--- config.mk ---
export PLATFORM = sky130hd
export DESIGN_NAME = reg_if_id
export DESIGN_NICKNAME = d
export VERILOG_FILES = /design/src/rtl/reg_if_id.sv
export SDC_FILE = /design/constraint.sdc
export NUM_CORES = 1
export LEC_CHECK = 0
export ABC_CLOCK_PERIOD_IN_PS = 7450
export BUFFER_PORTS_ARGS = -buffer_cell sky130_fd_sc_hd__buf_2
export CAP_MARGIN = 30
export CORE_ASPECT_RATIO = 0.9
export CORE_MARGIN = 4
export CORE_UTILIZATION = 50
export CTS_CLUSTER_SIZE = 8
export DETAILED_ROUTE_END_ITERATION = 12
export PLACE_DENSITY = 0.85
export SLEW_MARGIN = 20
export SYNTH_ARGS = -nofsm -noshare
export SYNTH_HDL_FRONTEND = slang
export SYNTH_SLANG_ARGS = --single-unit
--- constraint.sdc ---
create_clock -name clk -period 7.45 [get_ports clk]
set_input_delay 0.745 -clock clk [delete_from_list [all_inputs] [get_ports clk]]
set_output_delay 0.745 -clock clk [all_outputs]
set_load 0.02 [all_outputs]
--- src/rtl/reg_if_id.sv ---
// -----------------------------------------------------------------------------
// reg_if_id
//   IF/ID pipeline register between fetch and decode. Captures the fetched
//   instruction and PC+4 on each rising edge, and hands them to decode one
//   cycle later. It supports:
//     - stall  : hold the current contents (hazard unit request)
//     - flush  : insert a bubble (taken branch/jump resolved in ID)
//     - a valid bit and a 2-bit occupancy state
//   It also keeps three saturating performance counters.
//
//   Per-edge priority is flush > stall > load.
//
// Parameters
//   NOP_INSTR : instruction word injected on reset/flush (sll $0,$0,0)
//   CNT_W     : performance counter width, legal range 8..32
//
// Ports
//   clk       in   system clock, rising-edge active
//   rst       in   asynchronous, active-high reset
//   stall     in   hold request from the hazard unit
//   flush     in   kill the instruction being fetched
//   Instr_IF  in   [31:0] instruction from fetch
//   pc4_IF    in   [31:0] PC+4 from fetch
//   Instr_ID  out  [31:0] registered instruction to decode
//   pc4_ID    out  [31:0] registered PC+4 to decode
//   valid_ID  out  Instr_ID holds a real instruction, not a bubble
//   state_ID  out  [1:0] 0 EMPTY, 1 VALID, 2 HELD
//   cnt_fetch out  [CNT_W-1:0] instructions accepted into ID
//   cnt_stall out  [CNT_W-1:0] cycles with stall=1 and flush=0
//   cnt_flush out  [CNT_W-1:0] cycles with flush=1
//
// Optional build macro
//   IF_ID_TRACE_EN : when defined, every rising edge with rst=0 prints one
//                    simulation line (action, pc4_ID-4, Instr_ID after the
//                    update). This is simulation-only code, and it does not
//                    change pipeline or counter behaviour.
// -----------------------------------------------------------------------------
`timescale 1ns/1ps

module reg_if_id #(
  parameter logic [31:0] NOP_INSTR = 32'h0000_0000,
  parameter int unsigned CNT_W     = 32
) (
  input  logic             clk,
  input  logic             rst,
  input  logic             stall,
  input  logic             flush,
  input  logic [31:0]      Instr_IF,
  input  logic [31:0]      pc4_IF,
  output logic [31:0]      Instr_ID,
  output logic [31:0]      pc4_ID,
  output logic             valid_ID,
  output logic [1:0]       state_ID,
  output logic [CNT_W-1:0] cnt_fetch,
  output logic [CNT_W-1:0] cnt_stall,
  output logic [CNT_W-1:0] cnt_flush
);

  typedef enum logic [1:0] {
    ST_EMPTY = 2'd0,
    ST_VALID = 2'd1,
    ST_HELD  = 2'd2
  } state_t;

  state_t state;

  assign state_ID = state;

  // Saturating increment: once the counter reaches all-ones it sticks there
  // instead of wrapping back to zero.
  function automatic logic [CNT_W-1:0] sat_inc(input logic [CNT_W-1:0] c);
    return (&c) ? c : c + CNT_W'(1);
  endfunction

  // NOTE: sequential state uses non-blocking assignments only. Every
  // register in this block, including the counters, is cleared on the
  // asynchronous reset.
  always_ff @(posedge clk or posedge rst) begin
    if (rst) begin
      Instr_ID  <= NOP_INSTR;
      pc4_ID    <= '0;
      valid_ID  <= 1'b0;
      state     <= ST_EMPTY;
      cnt_fetch <= '0;
      cnt_stall <= '0;
      cnt_flush <= '0;
    end else if (flush) begin
      // Flush beats stall, so a killed slot can never be preserved by a hold.
      Instr_ID  <= NOP_INSTR;
      pc4_ID    <= '0;
      valid_ID  <= 1'b0;
      state     <= ST_EMPTY;
      cnt_flush <= sat_inc(cnt_flush);
    end else if (stall) begin
      // Data and valid hold. A bubble being held stays EMPTY; it is not HELD.
      state     <= valid_ID ? ST_HELD : ST_EMPTY;
      cnt_stall <= sat_inc(cnt_stall);
    end else begin
      Instr_ID  <= Instr_IF;
      pc4_ID    <= pc4_IF;
      valid_ID  <= 1'b1;
      state     <= ST_VALID;
      cnt_fetch <= sat_inc(cnt_fetch);
    end
  end

`ifdef IF_ID_TRACE_EN
  // The post-edge values are rebuilt from the pre-edge values, so the line
  // printed matches what the register holds after this edge.
  always @(posedge clk) begin
    if (!rst) begin
      if (flush)
        $display("[%0t] IF/ID FLUSH pc=%08h instr=%08h", $time,
                 32'h0 - 32'd4, NOP_INSTR);
      else if (stall)
        $display("[%0t] IF/ID HOLD  pc=%08h instr=%08h", $time,
                 pc4_ID - 32'd4, Instr_ID);
      else
        $display("[%0t] IF/ID LOAD  pc=%08h instr=%08h", $time,
                 pc4_IF - 32'd4, Instr_IF);
    end
  end
`endif

endmodule

### After elaboration in Yosys (flattened, before gate mapping)

Cells that the tools add are included.

| cells by class | value |
|---|---|
| multiply operators | 0 |
| reduce and logical (&&, ||, !) cells | 6 |
| $lt $le $gt $ge | 0 |
| eq/ne operators | 1 |
| shift operators | 0 |
| muxes and demuxes | 9 |
| bitwise logic cells | 5 |
| divide/modulo/power cells | 0 |
| add/sub/neg operators | 3 |

Operator list:

| operator | count |
|---|---|
| 32-bit 2-to-1 mux | 4 |
| 32-bit by 1-bit adder with 32-bit output, second input constant | 3 |
| 32-bit AND reduction | 3 |
| 2-bit 2-to-1 mux | 3 |
| 3-bit AND reduction | 2 |
| 1-bit NOT | 5 |
| 1-bit 2-to-1 mux | 2 |
| 2-bit by 1-bit inequality test with 1-bit output, second input constant | 1 |
| 2-bit AND reduction | 1 |

| storage, ports and cells | value |
|---|---|
| output and inout port bits | 163 |
| memories | 0 |
| bits in writable memories | 0 |
| bits of input ports | 68 |
| logic and storage cells | 31 |
| latch bits | 0 |
| bits in read-only memories | 0 |
| register bits | 163 |

### Longest topological paths before layout

Gate-level depths: netlist of run 1.

| depth | value |
|---|---|
| depth in word-level cells | 3 |
| gate-level depth with buffers | 7 |
| mapped depth without buffers | 6 |

### Least setup slack after synthesis of run 1

No wires, ideal clock.

| path | value |
|---|---|
| kind | input port to flip-flop |
| from | in flush |
| to | reg cnt_fetch[19] |
| path buffers | 0 |
| path slack | 5.216 ns |
| data required time | 7.370 ns |
| arrival | 2.154 ns |
| cell stages on the path | 6 |
| setup time | 0.080 ns |
| cells stage by stage | or2_1 > inv_1 > nand4_1 > a2111o_1 > nor3_2 > xor2_1 |

| between the ends | value |
|---|---|
| cells in the longest elaborated chain, start to end | 2 |

RTL lines:

| what | line | source |
|---|---|---|
| from (decl) | 47 | `input logic flush,` |
| 1-bit NOT (no line) | - |  |
| 3-bit AND reduction (no line) | - |  |
| to (signal assigned) | 103 | `cnt_fetch <= sat_inc(cnt_fetch);` |
| to (decl) | 54 | `output logic [CNT_W-1:0] cnt_fetch,` |

Every way passes these cells.
A chain may end at the register's enable or synchronous reset.

### Worst setup path in the final report of run 1

| path | value |
|---|---|
| from | in flush |
| to | reg cnt_fetch[25] |

Same word-level chain as after synthesis.

==> impl_results.md, run 1 <==
* Synth Net Count at 706
* Initial Util at 0.5133
* Die Ht at 122.2 um
* Tcrit/Tclk final at 0.3483
* Slew @ Worst Pin at 0.8549 ns
* Worst Path Arrival at 2.90 ns
* Cell count after synthesis at 635
* Relative slew slack at 0.4301
* Clock tree buffer depth at 2
* FMAX at 385.4 MHz
* Fin Clk Skew at 0.01119 ns
* CTS tree: done
* Netlist cell types at 46
* Leak at 4.884 nW
* Status: finished, final reports clean
* CP Launch Type: primary input
* Initial antenna violation count at 1
* DP HPWL at 12740 um
* FF+latch area at 4079 sq um
* Worst setup path class: primary input to flip-flop
* Synth-to-Final Area Change at 27.54%
* Largest net degree at the start of global routing at 98
* Clk_lat worst skew at 0.43 ns
* Synthesis warning total at 0
* Placed Area at 8596 sq um
* Commonest cells after routing, fill and taps aside: buf_2, dfrtp_1, nor2_1, mux2i_1, xnor2_1
* Final setup violation count at 0
* WL/cell at 16.24 um
* RD Place Congestion at 0.8531
* Number of vias per cell at 5.341
* Fin. max-slew vios at 0
* Most common cell after layout, fill and taps aside: buf_2
* Post-route DRC at 0
* Multi-input combinational cell area at 3064 sq um
* Sequential area share after synthesis at 0.5632
* Max-cap viol count at 0
* Die span in x at 134.9 um
* Via count at 5758
* Drt pass-1 iters at 6
* # IOs at 231
* Vias in the first global route at 5601
* Post-CTS Hold Fix Bufs at 0
* Net count, final at 943
* RSZ-0062 raised after global routing: false
* Count of input and output buffers at 230
* Final Critical Period at 2.595 ns
* Post-CTS setup buffer count at 0
* Grt ovf at 0
* Critical Path RT at 7.76 ns
* FF-to-FF path depth at 6
* Register bit total from synthesis at 163
* H-tree Lvls at 4
* Hold Vio Cnt, Final at 0
* Final setup TNS at 0 ns
* Area of the die at 16480 sq um
* Fin area at 9236 sq um
* First-pass GRT wire length at 28080 um
* Post-CTS Resized at 0
* Core Footprint at 14110 sq um
* Power per cell area at 246.4 nW/um^2
* TritonCTS Buffers at 17
* Peak VDD IR at 0.1808 mV
* Root Driver: clkbuf_16
* Mapped Area at 7242 sq um
* FILL cells at 1100
* Post-route ant nets at 0
* Post-Route WL at 17510 um
* HP Class: primary input to async pin
* Clock transition at path regs at 0.06 ns
* Placement Rows at 41
* TritonCTS Sinks at 163
* Syn avg cell area at 11.40 sq um
* Critical path capture point type: flip-flop
* Global Route Usage Sum at 0.2148
* Layout cells sized above 1 at 0.3224
* First DRT Iteration DRCs at 246
* CP Max Fanout at 75
[cell usage after synthesis, drive strengths merged]
cell type | count | share of area
ha | 3 | 0.0052
xnor2 | 63 | 0.076
nor2 | 87 | 0.045
a21oi | 3 | 0.0021
a2111oi | 1 | 0.0012
nand3b | 1 | 0.0010
xor2 | 26 | 0.031
mux2i | 64 | 0.088
and3 | 17 | 0.015
or2 | 3 | 0.0026
nor4 | 9 | 0.011
nor3 | 9 | 0.0069
a311oi | 1 | 0.0021
nand4b | 1 | 0.0012
o21a | 1 | 0.0010
nand3 | 48 | 0.034
nand2 | 36 | 0.019
nor2b | 1 | 0.00086
a41oi | 2 | 0.0024
clkbuf | 6 | 0.0031
or4 | 4 | 0.0047
mux2 | 3 | 0.0052
nor3b | 4 | 0.0057
and4 | 12 | 0.015
and2 | 9 | 0.0078
a211oi | 3 | 0.0052
a31oi | 1 | 0.00086
a2111o | 1 | 0.0016
and4b | 1 | 0.0014
nand4 | 30 | 0.028
dfrtp | 163 | 0.56
inv | 8 | 0.0041
a211o | 1 | 0.0012
buf | 12 | 0.0064
o311a | 1 | 0.0014
[registers in the layout, summed over array words and instances, names as in the netlist]
name and flops:
cnt_stall 32, Instr_ID 32, cnt_flush 32, cnt_fetch 32, valid_ID 1, state_ID 2, pc4_ID 32
[stage by stage]
stage | instances | utilization | hold WS (ns) | total power [mW] | setup WS (ns)
2_1_floorplan | 635 | - | 0.5896 | 1.267 | 2.300
3_3_place_gp | 1043 | 0.6093 | 0.4753 | 1.403 | 4.509
3_5_place_dp | 1043 | 0.6093 | 0.4750 | 1.416 | 4.451
4_1_cts | 1074 | 0.6517 | 0.4872 | 2.290 | 4.801
5_1_grt | 1078 | 0.6547 | 0.4967 | 2.384 | 4.719
6_report | 1078 | 0.6547 | 0.4756 | 2.276 | 4.855
[where the power goes]
group	internal [mW]	switching, mW	leakage (nW)
registers	0.956	0.0847	2.18
logic	0.139	0.220	2.41
clock network	0.536	0.341	0.295
total	1.63	0.646	4.88
[cells by family after synthesis]
group,after synthesis,share of synthesized area
AND/OR/NAND/NOR,272,0.1977
flip-flops,163,0.5632
XOR/XNOR,89,0.1076
multiplexers,67,0.09364
buffers and inverters,26,0.01365
AO/OA/AOI/OAI,15,0.01901
adder cells (fa/ha/maj),3,0.005184
[worst max-delay path, stage by stage]
cell,delay (ns)
buf_2,0.10
buf_4,0.34
or2_1,0.39
inv_1,0.15
nand4_1,0.25
a211oi_2,0.55
nand4_1,0.18
xnor2_1,0.15
[final timing paths]
kind | from | endpoint | slack (ns)
min in group clk | cnt_fetch[26]$_DFFE_PP0P_ | cnt_fetch[26]$_DFFE_PP0P_ | 0.48
worst max register to register | cnt_stall[0]$_DFFE_PP0P_ | cnt_stall[1]$_DFFE_PP0P_ | 5.18
worst min register to register | cnt_fetch[26]$_DFFE_PP0P_ | cnt_fetch[26]$_DFFE_PP0P_ | 0.48
worst min-delay path | rst | pc4_ID[9]$_DFFE_PP0P_ | 0.48
worst max-delay path | flush | cnt_fetch[25]$_DFFE_PP0P_ | 4.86
max in group asynchronous | rst | cnt_stall[3]$_DFFE_PP0P_ | 5.64
[cell type report]
| cell class | count | area share |
|---|---|---|
| timing repair buffer | 236 | 0.1317 |
| multi-input combinational | 446 | 0.3318 |
| sequential | 163 | 0.4416 |
| antenna | 1 | 0.0002709 |
| inverter | 8 | 0.003793 |
| tap | 193 | 0.02614 |
| clock buffer | 23 | 0.05391 |
| clock inverter | 8 | 0.01084 |
[per-layer routing]
metal / vias to the layer above / part of all wire / global-route usage
li1: 2706 / - / -
met1: 2838 / 0.43 / 0.2781
met2: 194 / 0.50 / 0.3528
met3: 20 / 0.060 / 0.05822
met4: 0 / 0.012 / 0.07188
met5: - / 0 / 0
Note: power is estimated with default switching activity, not from simulation.
==> run 2, diff against run 1 <==
--- a/config.mk
+++ b/config.mk
@@ -5,7 +5,7 @@
 export SDC_FILE = /design/constraint.sdc
 export NUM_CORES = 1
 export LEC_CHECK = 0
-export ABC_CLOCK_PERIOD_IN_PS = 7450
+export ABC_CLOCK_PERIOD_IN_PS = 2600
 export BUFFER_PORTS_ARGS = -buffer_cell sky130_fd_sc_hd__buf_2
 export CAP_MARGIN = 30
 export CORE_ASPECT_RATIO = 0.9
==> constraint.sdc (replaced) <==
create_clock -name clk -period 2.6 [get_ports clk]
set_input_delay 0.26 -clock clk [delete_from_list [all_inputs] [get_ports clk]]
set_output_delay 0.26 -clock clk [all_outputs]
set_load 0.02 [all_outputs]
==> run 2 against run 1 <==
  * Cell area is 0.65% higher
  * Die area unchanged
  * Total power increased to 2.8 times the previous value
  * Sequential share of layout area shrank 0.29 points
  * Sequential power increased to 2.9 times the previous value
  * Core utilization is 0.43 points higher
  * Final cell count up 0.65%
  * First-iteration DRC count rose by 17%
==> impl_results.md, run 2 (same netlist as run 1, synthesis figures left out) <==
* Status: finished, final reports clean
* CP max stage delay at 0.57 ns (+0.02 ns)
* Placed Area at 8680 sq um (+0.98%)
* Clk_lat worst skew at 0.42 ns (about the same)
* TritonCTS Sinks at 163 (unchanged)
* Hold Vio Cnt, Final at 0 (unchanged)
* Clock tree buffer depth at 2 (unchanged)
* Via count at 5599 (-2.8%)
* HP Class: primary input to flip-flop
* CP top delay family: simple AND/OR/NAND/NOR gates
* Final core occ at 0.6590 (+0.004257)
* Grt ovf at 0 (unchanged)
* Critical Path RT at 2.91 ns (-4.85 ns)
* Worst Path Arrival at 2.49 ns (-0.41 ns)
* RSZ-0062 raised after global routing: false
* Post-Route WL at 17350 um (-0.90%)
* NetSw at 1.870 mW (+190%)
* CP Max Fanout at 10 (-87%)
* Peak VDD IR at 0.4959 mV (+170%)
* Die span in x at 134.9 um (unchanged)
* Worst setup path class: flip-flop to flip-flop
* FMAX at 457.9 MHz
* Initial antenna violation count at 0 (-1)
* First-pass GRT wire length at 28290 um (+0.76%)
* # IOs at 231 (unchanged)
* Hold Worst Slack at 0.08119 ns (-0.3944 ns)
* WL/cell at 15.99 um (-1.5%)
* Switching Fraction at 0.2898 (+0.006160)
* Combinational power share at 0.161 (+0.003)
* Final setup violation count at 0 (unchanged)
* Clock transition at path regs at 0.06 ns (about the same)
* Post-CTS Hold Fix Bufs at 1 (+1)
* Die Ht at 122.2 um (unchanged)
* Final worst slack at 0.4163 ns (-4.439 ns)
* Power per cell area at 694.0 nW/um^2 (+180%)
* Root Driver: clkbuf_16
* Sequential fraction of design power at 0.462 (+0.005)
* Largest net degree at the start of global routing at 86 (-12%)
* Placement Setup Slack at 0.3960 ns (-4.055 ns)
* Layout cells sized above 1 at 0.3262 (+0.003835)
* Post-CTS Resized at 0 (unchanged)
* Slowest CP cell: nor4_1
* H-tree Lvls at 4 (unchanged)
* Synth-to-Final Area Change at 28.37%
* Drt pass-1 iters at 5 (-1)
* Total internal power at 4.582 mW (+180%)
* Post-CTS setup buffer count at 0 (unchanged)
* CTS tree: done
* Top Metal Used: met4
* Commonest cells after routing, fill and taps aside: buf_2, dfrtp_1, nor2_1, mux2i_1, xnor2_1
* Most common cell after layout, fill and taps aside: buf_2
* Post-route ant nets at 0 (unchanged)
* Leak at 4.895 nW (+0.22%)
* Core Footprint at 14110 sq um (unchanged)
* Initial Util at 0.5133 (unchanged)
* CP Launch Type: flip-flop
* Antenna fix cells at 0 (-1)
* Met1 wire length at 7607 um (+1.5%)
* Tcrit/Tclk final at 0.8399
* Relative slew slack at 0.5742 (+0.1441)
* Number of vias per cell at 5.160 (-3.4%)
* Vias in the first global route at 5537 (-1.1%)
* Critical path capture point type: flip-flop
* RD Place Congestion at 0.8430 (-1.2%)
* Clock power frac at 0.377 (-0.008)
* Area of the die at 16480 sq um (unchanged)
* Met3 wire length at 927 um (-12%)
* First DRT Iteration DRCs at 289 (+17%)
* Post-route DRC at 0 (unchanged)
* Net count, final at 950 (+0.74%)
* CP Cell Sequence: nand4_1, nor4_1, nand4_2, nand2_1, mux2_2
* DP HPWL at 12740 um (about the same)
* Max-cap viol count at 0 (unchanged)
* Fin Clk Skew at 0.007830 ns (-0.003357 ns)
* TritonCTS Buffers at 17 (unchanged)
* Final Critical Period at 2.184 ns
* Slew @ Worst Pin at 0.6329 ns (-0.2220 ns)
* Placement Rows at 41 (unchanged)
* Crit path buf inv count at 0 (-3)
* Fin. max-slew vios at 0 (unchanged)
* Count of input and output buffers at 230 (unchanged)
* Routed wl met2 at 8502 um (-2.7%)
* Final setup TNS at 0 ns (unchanged)
* Global Route Usage Sum at 0.2160 (+0.001118)
* Fin area at 9296 sq um (+0.65%)
run 2: path summary, 6_finish.rpt:
check / startpoint / to / cells after the start / slack [ns]
worst min-delay path: Instr_IF[9] / Instr_ID[9]$_DFFE_PP0P_ / 3 / 0.08
worst max register to register: cnt_flush[27]$_DFFE_PP0P_ / cnt_flush[1]$_DFFE_PP0P_ / 5 / 0.42
min in group asynchronous: rst / Instr_ID[15]$_DFFE_PP0P_ / 4 / 0.55
max in group asynchronous: rst / cnt_flush[3]$_DFFE_PP0P_ / 4 / 1.67
worst max-delay path: cnt_flush[27]$_DFFE_PP0P_ / cnt_flush[1]$_DFFE_PP0P_ / 5 / 0.42
worst min register to register: cnt_stall[5]$_DFFE_PP0P_ / cnt_stall[5]$_DFFE_PP0P_ / 1 / 0.49
run 2: power by group through the flow:
stage	registers, mW	clock network, mW	logic [mW]
3_5_place_dp	3.02	0	1.05
6_report	2.98	2.44	1.04
2_1_floorplan	3.23	0	0.402
5_1_grt	3.02	2.60	1.14
4_1_cts	2.98	2.49	1.05
3_3_place_gp	3.00	0	1.03
run 2: area by class of cell:
type | instances | area [sq um]
multi-input cells | 446 | 3064
fillers | 1096 | 4811
clock buffers | 20 | 446.7
clock inverters | 12 | 132.6
inverters | 8 | 33.78
well taps | 193 | 241.5
repair buffers | 243 | 1299
flip-flops and latches | 163 | 4079
run 2: per-stage QoR:
stage	std cells	power, mW
global placement	1051	4.034
detailed placement	1051	4.066
CTS	1084	6.518
floorplan	635	3.632
finish	1085	6.452
global route	1085	6.768
run 2: routing by layer:
metal	vias up	track usage
li1	2720	-
met3	27	0.04542
met1	2683	0.2865
met5	-	0
met2	169	0.3556
met4	0	0.07443
run 2: worst register-to-register path, delay by kind of cell (launching register included):
family | cells | cell delay (ns)
DFF | 1 | 0.42
muxes | 1 | 0.34
and+or+nand+nor | 4 | 1.31
==> run 3, diff against run 2 <==
--- a/config.mk
+++ b/config.mk
@@ -5,15 +5,15 @@
 export SDC_FILE = /design/constraint.sdc
 export NUM_CORES = 1
 export LEC_CHECK = 0
-export ABC_CLOCK_PERIOD_IN_PS = 2600
+export ABC_CLOCK_PERIOD_IN_PS = 1800
 export BUFFER_PORTS_ARGS = -buffer_cell sky130_fd_sc_hd__buf_2
 export CAP_MARGIN = 30
 export CORE_ASPECT_RATIO = 0.9
 export CORE_MARGIN = 4
-export CORE_UTILIZATION = 50
+export CORE_UTILIZATION = 46
 export CTS_CLUSTER_SIZE = 8
 export DETAILED_ROUTE_END_ITERATION = 12
-export PLACE_DENSITY = 0.85
+export PLACE_DENSITY = 0.82
 export SLEW_MARGIN = 20
 export SYNTH_ARGS = -nofsm -noshare
 export SYNTH_HDL_FRONTEND = slang
==> constraint.sdc (replaced) <==
create_clock -name clk -period 1.8 [get_ports clk]
set_input_delay 0.18 -clock clk [delete_from_list [all_inputs] [get_ports clk]]
set_output_delay 0.18 -clock clk [all_outputs]
set_load 0.02 [all_outputs]
==> run 3 against run 2 <==
  * The flow now finishes with violations (negative setup slack)
  * Critical path depth grew 1
  * Final cell count grew 15%
  * Cell area up 19%
  * Core utilization is 5.7 points higher
  * Largest power group unchanged
==> impl_results.md, run 3 (same netlist as run 1, synthesis figures left out) <==
* Status: finished with violations
* Failing checks: negative setup slack
* Final setup violation count at 44 (+44)
* First DRT Iteration DRCs at 316 (+9.3%)
* Post-route ant nets at 0 (unchanged)
* Vias in the first global route at 6647 (+20%)
* Global Route Usage Sum at 0.2333 (+0.01732)
* Core Footprint at 15440 sq um (+9.5%)
* Final Critical Period at 1.906 ns (-0.2778 ns)
* Fin Clk Skew at 0.007027 ns (-0.0008028 ns)
* Largest net degree at the start of global routing at 121 (+41%)
* Die span in x at 140.3 um (+4.0%)
* Slew @ Worst Pin at 0.6612 ns (+0.02834 ns)
* Count of input and output buffers at 230 (unchanged)
* Root Driver: clkbuf_16
* Max-cap viol count at 0 (unchanged)
* Leak at 5.958 nW (+22%)
* Post-Route WL at 21570 um (+24%)
* Most common cell after layout, fill and taps aside: buf_2
* Hold Vio Cnt, Final at 0 (unchanged)
* DP HPWL at 14430 um (+13%)
* Synth-to-Final Area Change at 52.56%
* Critical path capture point type: flip-flop
* Worst setup path class: flip-flop to flip-flop
* Number of vias per cell at 5.280 (+2.3%)
* Via count at 6600 (+18%)
* Clock transition at path regs at 0.06 ns (about the same)
* Power per cell area at 912.1 nW/um^2 (+31%)
* H-tree Lvls at 4 (unchanged)
* Critical Path RT at 2.10 ns (-0.81 ns)
* Area of the die at 17820 sq um (+8.1%)
* Initial Util at 0.4690 (-0.04434)
* Worst Path Arrival at 2.21 ns (-0.28 ns)
* Final std cells w/o fill at 1250 (+15%)
* Layout cells sized above 1 at 0.4647 (+0.1385)
* Relative slew slack at 0.5592 (-0.01500)
* RSZ-0062 raised after global routing: true
* Drt pass-1 iters at 5 (unchanged)
* HP Class: primary input to flip-flop
* CP Max Fanout at 7 (-3)
* WL/cell at 17.25 um (+7.9%)
* TritonCTS Sinks at 163 (unchanged)
* First-pass GRT wire length at 33670 um (+19%)
* CTS tree: done
* Final worst slack at -0.1060 ns (-0.5222 ns)
* Grt ovf at 0 (unchanged)
* Tcrit/Tclk final at 1.059 (+0.2190)
* # IOs at 231 (unchanged)
* Fin. max-slew vios at 0 (unchanged)
* Placement Rows at 43 (+4.9%)
* Post-route DRC at 0 (unchanged)
* FMAX at 524.7 MHz (+15%)
* Peak VDD IR at 0.8253 mV (+66%)
* Net count, final at 1106 (+16%)
* RD Place Congestion at 0.8534 (+1.2%)
* Commonest cells after routing, fill and taps aside: buf_2, dfrtp_1, buf_4, nor2_1, mux2i_1
* Placement Setup Slack at -0.1201 ns (-0.5161 ns)
* Power Total at 10.08 mW (+56%)
* Antenna fix cells at 0 (unchanged)
* CP Launch Type: flip-flop
* TritonCTS Buffers at 17 (unchanged)
* Hold Worst Slack at 0.01487 ns (-0.06632 ns)
* Placed insts at 1176 (+12%)
* Clk_lat worst skew at 0.42 ns (about the same)
* Clock tree buffer depth at 2 (unchanged)
* Initial antenna violation count at 0 (unchanged)
* Die Ht at 127.0 um (+4.0%)
[run 3: through the flow]
step           setup TNS (ns)  instance area [sq um]    util
6_report               -1.814                  11050  0.7155
3_3_place_gp          -0.1128                   9617  0.6228
5_1_grt                -4.671                  11050  0.7155
4_1_cts               -0.4392                  10630  0.6886
3_5_place_dp           -1.265                   9617  0.6228
2_1_floorplan          -81.47                   7303       -
[run 3: path summary, 6_finish.rpt]
kind                                              to  cells past startpoint                     start  slack, ns
setup / recovery            cnt_stall[1]$_DFFE_PP0P_                      6  cnt_stall[0]$_DFFE_PP0P_      -0.11
hold reg to reg                state_ID[1]$_DFF_PP0_                      1      valid_ID$_DFFE_PP0P_       0.50
max in group asynchronous  cnt_fetch[22]$_DFFE_PP0P_                      4                       rst       0.79
hold / removal                pc4_ID[19]$_DFFE_PP0P_                      3                pc4_IF[19]       0.01
setup reg to reg            cnt_stall[1]$_DFFE_PP0P_                      6  cnt_stall[0]$_DFFE_PP0P_      -0.11
min in group asynchronous     pc4_ID[21]$_DFFE_PP0P_                      4                       rst       0.50
[run 3: repair_timing]
action,CTS,global route
gates cloned,1,0
endpoints found under the hold margin,126,0
setup buffers,12,10
hold buffers,20,0
endpoints found under the setup margin,39,82
gates resized for setup,22,60
pin swaps,23,45
[run 3: cell type report]
class | instances | area, sq um
fillers | 1029 | 4393
multi-input cells | 446 | 3493
inverters | 8 | 33.78
clock buffers | 19 | 442.9
clock inverters | 13 | 182.7
flip-flops and latches | 163 | 4079
well taps | 202 | 252.7
repair buffers | 399 | 2564
[run 3: per-layer routing]
metal / global-route usage / vias to the layer above / part of all wire
met2: 0.4034 / 245 / 0.51
met3: 0.04940 / 45 / 0.058
met1: 0.2954 / 3289 / 0.41
met5: 0 / - / 0
met4: 0.07350 / 0 / 0.022
li1: - / 3021 / -
[run 3: critical path, stage by stage (launching register included)]
cell and delay [ns]:
dfrtp_1 0.42, ha_2 0.20, and4_1 0.17, and3_4 0.22, a311oi_4 0.31, buf_6 0.18, mux2_4 0.30
[run 3: where the power goes]
group	internal, mW	total (mW)	switching, mW
registers	3.96	4.21	0.249
logic	0.885	2.04	1.16
clock network	2.36	3.83	1.47
